==> config.mk <==
export PLATFORM = sky130hd
export DESIGN_NAME = gmm_model_port_scheduler
export DESIGN_NICKNAME = d
export VERILOG_FILES = /design/src/rtl/gmm_model_port_scheduler.sv
export SDC_FILE = /design/constraint.sdc
export NUM_CORES = 2
export LEC_CHECK = 0
export ABC_AREA = 1
export CAP_MARGIN = 40
export CORE_ASPECT_RATIO = 1.4
export CORE_MARGIN = 2
export CORE_UTILIZATION = 40
export CTS_CLUSTER_SIZE = 10
export DETAILED_ROUTE_END_ITERATION = 10
export PLACE_DENSITY = 0.68
export SETUP_SLACK_MARGIN = 0.5
export SLEW_MARGIN = 20
export SYNTH_ARGS = -nofsm -noshare
export SYNTH_HDL_FRONTEND = slang
export SYNTH_SLANG_ARGS = --single-unit
export TNS_END_PERCENT = 10
==> constraint.sdc <==
create_clock -name clk -period 11.43 [get_ports clk]
set_input_delay 1.143 -clock clk [delete_from_list [all_inputs] [get_ports clk]]
set_output_delay 1.143 -clock clk [all_outputs]
set_load 0.05 [all_outputs]
==> src/rtl/gmm_model_port_scheduler.sv <==
// Pixel sequencer and single-port model memory arbiter for the GMM colour pipe.
// Issues model reads for incoming pixels, pairs returning data with pixels in a queue, and interleaves writebacks.
module gmm_model_port_scheduler #(
    parameter int unsigned ADDR_WIDTH   = 21,
    parameter int unsigned FRAME_PIXELS = 2073600,
    parameter int unsigned PIX_WIDTH    = 24,
    parameter int unsigned MODEL_WIDTH  = 120,
    parameter int unsigned RD_LATENCY   = 2,
    parameter int unsigned FIFO_DEPTH   = 8,
    parameter int unsigned WB_MAX_RUN   = 4
) (
    input  logic                   clk,
    input  logic                   rst,
    input  logic                   pix_valid,
    input  logic [PIX_WIDTH-1:0]   pix_data,
    input  logic                   pix_sop,
    output logic                   pix_ready,
    input  logic                   init_req,
    input  logic                   wb_valid,
    input  logic [ADDR_WIDTH-1:0]  wb_addr,
    input  logic [MODEL_WIDTH-1:0] wb_data,
    output logic                   wb_ready,
    output logic                   mem_rd,
    output logic                   mem_wr,
    output logic [ADDR_WIDTH-1:0]  mem_addr,
    output logic [MODEL_WIDTH-1:0] mem_wdata,
    input  logic [MODEL_WIDTH-1:0] mem_rdata,
    output logic                   out_valid,
    input  logic                   out_ready,
    output logic [PIX_WIDTH-1:0]   out_pix,
    output logic [MODEL_WIDTH-1:0] out_model,
    output logic [ADDR_WIDTH-1:0]  out_addr,
    output logic                   out_init,
    output logic                   frame_done,
    output logic                   sync_err
);
    localparam int unsigned STAGES = RD_LATENCY + 1;
    localparam int unsigned PW     = $clog2(FIFO_DEPTH);
    localparam int unsigned CW     = $clog2(FIFO_DEPTH + STAGES + 1);
    localparam int unsigned RW     = $clog2(WB_MAX_RUN + 1);
    localparam logic [ADDR_WIDTH-1:0] LAST_ADDR = ADDR_WIDTH'(FRAME_PIXELS - 1);

    typedef struct packed {
        logic [PIX_WIDTH-1:0]   pix;
        logic [ADDR_WIDTH-1:0]  addr;
        logic                   init;
        logic [MODEL_WIDTH-1:0] model;
    } entry_t;

    logic [CW-1:0]         fifo_count;
    logic [CW-1:0]         inflight;
    logic                  credit_ok;
    logic                  rd_grant;
    logic                  wr_grant;
    logic [RW-1:0]         run;
    logic [ADDR_WIDTH-1:0] cnt;
    logic [ADDR_WIDTH-1:0] pix_addr;
    logic                  init_pending;
    logic                  init_active;
    logic                  pix_init;

    logic [STAGES-1:0]     st_valid;
    logic [STAGES-1:0]     st_init;
    logic [PIX_WIDTH-1:0]  st_pix  [STAGES];
    logic [ADDR_WIDTH-1:0] st_addr [STAGES];

    entry_t                fifo_mem [FIFO_DEPTH];
    entry_t                head;
    logic [PW-1:0]         wr_ptr;
    logic [PW-1:0]         rd_ptr;
    logic                  push;
    logic                  pop;

    always_comb begin
        inflight = '0;
        for (int unsigned i = 0; i < STAGES; i++) begin
            inflight = inflight + CW'(st_valid[i]);
        end
    end

    // Reads in flight hold a credit so every returning word has a guaranteed queue slot.
    assign credit_ok = (fifo_count + inflight) < CW'(FIFO_DEPTH);
    assign wb_ready  = rst & wb_valid & ~((run == RW'(WB_MAX_RUN)) & pix_valid & credit_ok);
    assign pix_ready = rst & credit_ok & ~(wb_valid & wb_ready);
    assign rd_grant  = pix_valid & pix_ready;
    assign wr_grant  = wb_valid & wb_ready;
    assign pix_addr  = pix_sop ? '0 : cnt;
    assign pix_init  = init_active | (init_pending & (pix_addr == '0));

    always_ff @(posedge clk or negedge rst) begin
        if (!rst) begin
            cnt          <= '0;
            run          <= '0;
            init_pending <= 1'b1;
            init_active  <= 1'b0;
            frame_done   <= 1'b0;
            sync_err     <= 1'b0;
            mem_rd       <= 1'b0;
            mem_wr       <= 1'b0;
            mem_addr     <= '0;
            mem_wdata    <= '0;
            st_valid     <= '0;
        end else begin
            mem_rd     <= rd_grant;
            mem_wr     <= wr_grant;
            mem_addr   <= wr_grant ? wb_addr : (rd_grant ? pix_addr : '0);
            mem_wdata  <= wr_grant ? wb_data : '0;
            frame_done <= rd_grant & (pix_addr == LAST_ADDR);
            sync_err   <= rd_grant & pix_sop & (cnt != '0);
            st_valid   <= {st_valid[STAGES-2:0], rd_grant};

            if (!pix_valid || rd_grant) begin
                run <= '0;
            end else if (wr_grant && run != RW'(WB_MAX_RUN)) begin
                run <= run + RW'(1);
            end

            if (rd_grant) begin
                cnt <= (pix_addr == LAST_ADDR) ? '0 : pix_addr + ADDR_WIDTH'(1);
            end

            if (init_req) begin
                init_pending <= 1'b1;
            end else if (rd_grant && pix_addr == '0) begin
                init_pending <= 1'b0;
            end

            if (rd_grant && pix_addr == LAST_ADDR) begin
                init_active <= 1'b0;
            end else if (rd_grant && pix_addr == '0 && init_pending) begin
                init_active <= 1'b1;
            end
        end
    end

    always_ff @(posedge clk) begin
        st_pix[0]  <= pix_data;
        st_addr[0] <= pix_addr;
        st_init    <= {st_init[STAGES-2:0], pix_init};
        for (int unsigned i = 1; i < STAGES; i++) begin
            st_pix[i]  <= st_pix[i-1];
            st_addr[i] <= st_addr[i-1];
        end
    end

    assign push = st_valid[STAGES-1];
    assign pop  = out_valid & out_ready;

    always_ff @(posedge clk) begin
        if (push) begin
            fifo_mem[wr_ptr] <= '{pix: st_pix[STAGES-1], addr: st_addr[STAGES-1],
                                  init: st_init[STAGES-1], model: mem_rdata};
        end
    end

    always_ff @(posedge clk or negedge rst) begin
        if (!rst) begin
            wr_ptr     <= '0;
            rd_ptr     <= '0;
            fifo_count <= '0;
        end else begin
            if (push) wr_ptr <= wr_ptr + PW'(1);
            if (pop)  rd_ptr <= rd_ptr + PW'(1);
            if (push && !pop) begin
                fifo_count <= fifo_count + CW'(1);
            end else if (pop && !push) begin
                fifo_count <= fifo_count - CW'(1);
            end
        end
    end

    assert property (@(posedge clk) disable iff (!rst)
        !(push && !pop && fifo_count == CW'(FIFO_DEPTH)));

    // Head fields are masked while empty so the outputs read zero after reset.
    assign head      = fifo_mem[rd_ptr];
    assign out_valid = (fifo_count != '0);
    assign out_pix   = out_valid ? head.pix : '0;
    assign out_addr  = out_valid ? head.addr : '0;
    assign out_init  = out_valid & head.init;
    assign out_model = (out_valid && !head.init) ? head.model : '0;

endmodule

==> impl_metrics.ini <==
[critical_path]
cpPeakStageDelay_ns = 0.88
arrival_ns = 5.80
cp.required_ns = 10.29
cpMostUsedCell = buf_4
setup.worst_path.end_class = output pin
cp_cell_sequence = buf_4 > buf_4 > buf_4 > nand2_1 > a32o_1 > nand2_1 > o21ai_0 > nor2_1 > clkdlybuf4s50_1
cp_slowest_cell = dfrtp_4
crit_family = buffers and inverters
critPathMaxFanout = 70
cp-start-kind = register
critPathBufInv = 4
worstSetupPathType = register to output pin

[floorplanning]
core_um2 = 155000
die_y_um = 470
pin_count = 606
die_area_um2 = 158000
row_count = 171
start_util_pct = 40.1
die_x_um = 337

[global_route]
grt_max_degree = 230
grt_pass1_vias = 39700
gr-total-overflow = 0
antenna_found_initial = 23
grt_use_total_pct = 20.6
grt_pass1_wl_um = 245000

[synth]
yosys.cell_types.count = 43
synth_ff_type = edfxtp_1
async_reset_ff_share_pct = 11.1
synth_edf_count = 1328
synth.avg_cell_area_um2 = 13.0
syn_inst = 4758
yosysWarnings = 0
yosys-top-cells-area = edfxtp_1, dfrtp_1, nand2_1
syn-num-nets = 5062
yosysTopAreaCellShare_pct = 64.2
yosys_register_bits = 1649
ys_seq_area_share_pct = 76.1
syn_area_um2 = 62100
yosysTopAreaCell = edfxtp_1

[sta]
fin_crit_sh_pct = 60.7
drv_slew = 0
finClkSkew_ns = 0.0526
worst_pin_slew_ns = 1.17
setup_viol = 0
finalWorstPathRequiredPeriod_ns = 6.94
relSlewSlack_pct = 21.9
fmax_mhz = 144
fin_setup_tns_ns = 0
hold_violations = 0
rsz0062_at_grt = no

[finish]
area_delta_synth_final_pct = 22.3
nets = 5640
drive_above_1_share_pct = 6.29
fin_util_pct = 49.1

[place]
place.gp.congestion = 0.959
hpwlAfterDp_um = 97000
port_buffers = 605

[detailed_routing]
drt_iter0_drc = 3171
drt-pass1-iter-count = 5
totalWireLength_um = 167000
num_vias = 40000
ant_nets = 0
routedWlPerCell_um = 22.2
viasPerCell = 5.32
drc_errors = 0

[power_and_ir_drop]
power_frac_clock_pct = 27.5
p_leak_nw = 27.0
pwr-share-seq_pct = 36.1
pwr-share-comb_pct = 36.3
irDropWorstVdd_mv = 0.244
p_sw_mw = 7.33
swShare_pct = 38.1
p_int_mw = 11.9
power_density_nw_per_um2 = 253

[cts]
cts_root_buf = clkbuf_16
cts_buffers = 185
h-tree-depth = 4
cts_setup_buffers = 0
cts.path.max_buffers = 3
cts.sinks = 1649
cts_repair_resize_count = 0
cts_tree = yes
clk_pin_slew_ns = 0.05
hold_buffers = 0
insertion_delay_ns = 0.83

[run]
drv_cap = 0

[run_status]
status = finished clean

[hold_path]
hold_path_class = input pin to asynchronous set/reset pin
[path summary, 6_finish.rpt]
kind	start	to	slack, ns	cells past startpoint
max	rd_ptr[0]$_DFFE_PN0P_	out_model[46]	4.49	9
min	rst	mem_wdata[30]$_DFF_PN0_	0.32	1
max reg2reg	fifo_count[0]$_DFFE_PN0P_	mem_addr[5]$_DFF_PN0_	7.37	15
min reg2reg	st_pix[0][21]$_DFF_P_	st_pix[0][45]$_DFF_P_	0.32	0
max in group asynchronous	rst	mem_wdata[106]$_DFF_PN0_	9.98	3
min in group clk	st_pix[0][21]$_DFF_P_	st_pix[0][45]$_DFF_P_	0.32	0
[logic make-up after synthesis]
kind of cell,Yosys count,share of synthesized area [%]
DFF,1649,76.1
adders and majority gates,12,0.266
xor gates and xnor gates,16,0.226
and+or+nand+nor,1499,9.48
AOI/OAI and AO/OA,1092,10.4
buffers and inverters,490,3.52
[cells in the final DEF, fill, tap and decap left out, drive strengths merged, types with 4 or more instances in the layout]
cell and n:
clkbuf 256, nor4 4, xor2 14, a22oi 119
dfxtp 138, a32o 119, nand3 32, a21oi 361
clkdlybuf4s50 604, diode 14, dfrtp 182, o22ai 93
nand2 855, o21ai 397, inv 194, ha 10
nor2 584, clkinv 14, buf 86, nand3b 4
edfxtp 1328, nand4 15
[synth_stat cells (all sizes together) (93+ instances only)]
cell,instances
nor2,584
o22ai,93
a22oi,119
dfrtp,182
edfxtp,1328
nand2,855
o21ai,397
buf,215
dfxtp,138
a21oi,361
a32o,119
inv,189
[final cells by class]
| cell class | count | area, um^2 |
|---|---|---|
| fillers | 13200 | 78800 |
| flip-flops and latches | 1649 | 47200 |
| multi-input cells | 2619 | 12700 |
| repair buffers | 691 | 7220 |
| clock buffers | 255 | 4900 |
| well taps | 2076 | 2600 |
| inverters | 190 | 738 |
| clock inverters | 21 | 435 |
| diodes | 14 | 35.0 |
[power by group through the flow]
stage               Sequential, mW  Combinational (mW)  Clock (mW)
global route                  6.97                7.51        5.61
detailed placement            7.06                6.94           0
CTS                           6.95                6.98        5.39
floorplan                     7.08                4.62           0
global placement              7.09                6.69           0
finish                        6.95                6.99        5.30
[state kept, by name, summed over array words and instances, names as in the netlist, 4 cells and up]
name	cells
st_pix	72
mem_wdata	120
st_addr	63
mem_addr	21
cnt	21
fifo_mem	1328
fifo_count	4
[through the flow]
stage | std cells | power (mW) | setup WS [ns] | hold slack (ns) | instance area [um^2]
2_1_floorplan | 4758 | 11.7 | 3.05 | 0.310 | 62100
3_3_place_gp | 7195 | 13.8 | 4.88 | 0.310 | 69800
3_5_place_dp | 7217 | 14.0 | 5.33 | 0.312 | 70300
4_1_cts | 7493 | 19.3 | 4.48 | 0.291 | 75700
5_1_grt | 7511 | 20.1 | 4.25 | 0.326 | 75900
6_report | 7515 | 19.2 | 4.49 | 0.317 | 75900
[worst register-to-register path: cells and delay by family, from the launching register on]
family                   cells  cell delay [ns]
AO/OA/AOI/OAI                1             0.16
AND/OR/NAND/NOR              7             1.17
buffers and inverters        5             1.50
adder cells (fa/ha/maj)      2             0.60
flip-flops                   1             0.43
[per-layer routing]
metal	vias to the layer above	GRT usage (%)	share of wire, %
met5	-	0	0.092
met4	22	8.00	3.0
met2	1475	34.4	49
li1	18100	-	-
met3	297	5.88	8.4
met1	20100	25.1	39
No activity file was read; power rests on OpenSTA's default activity.
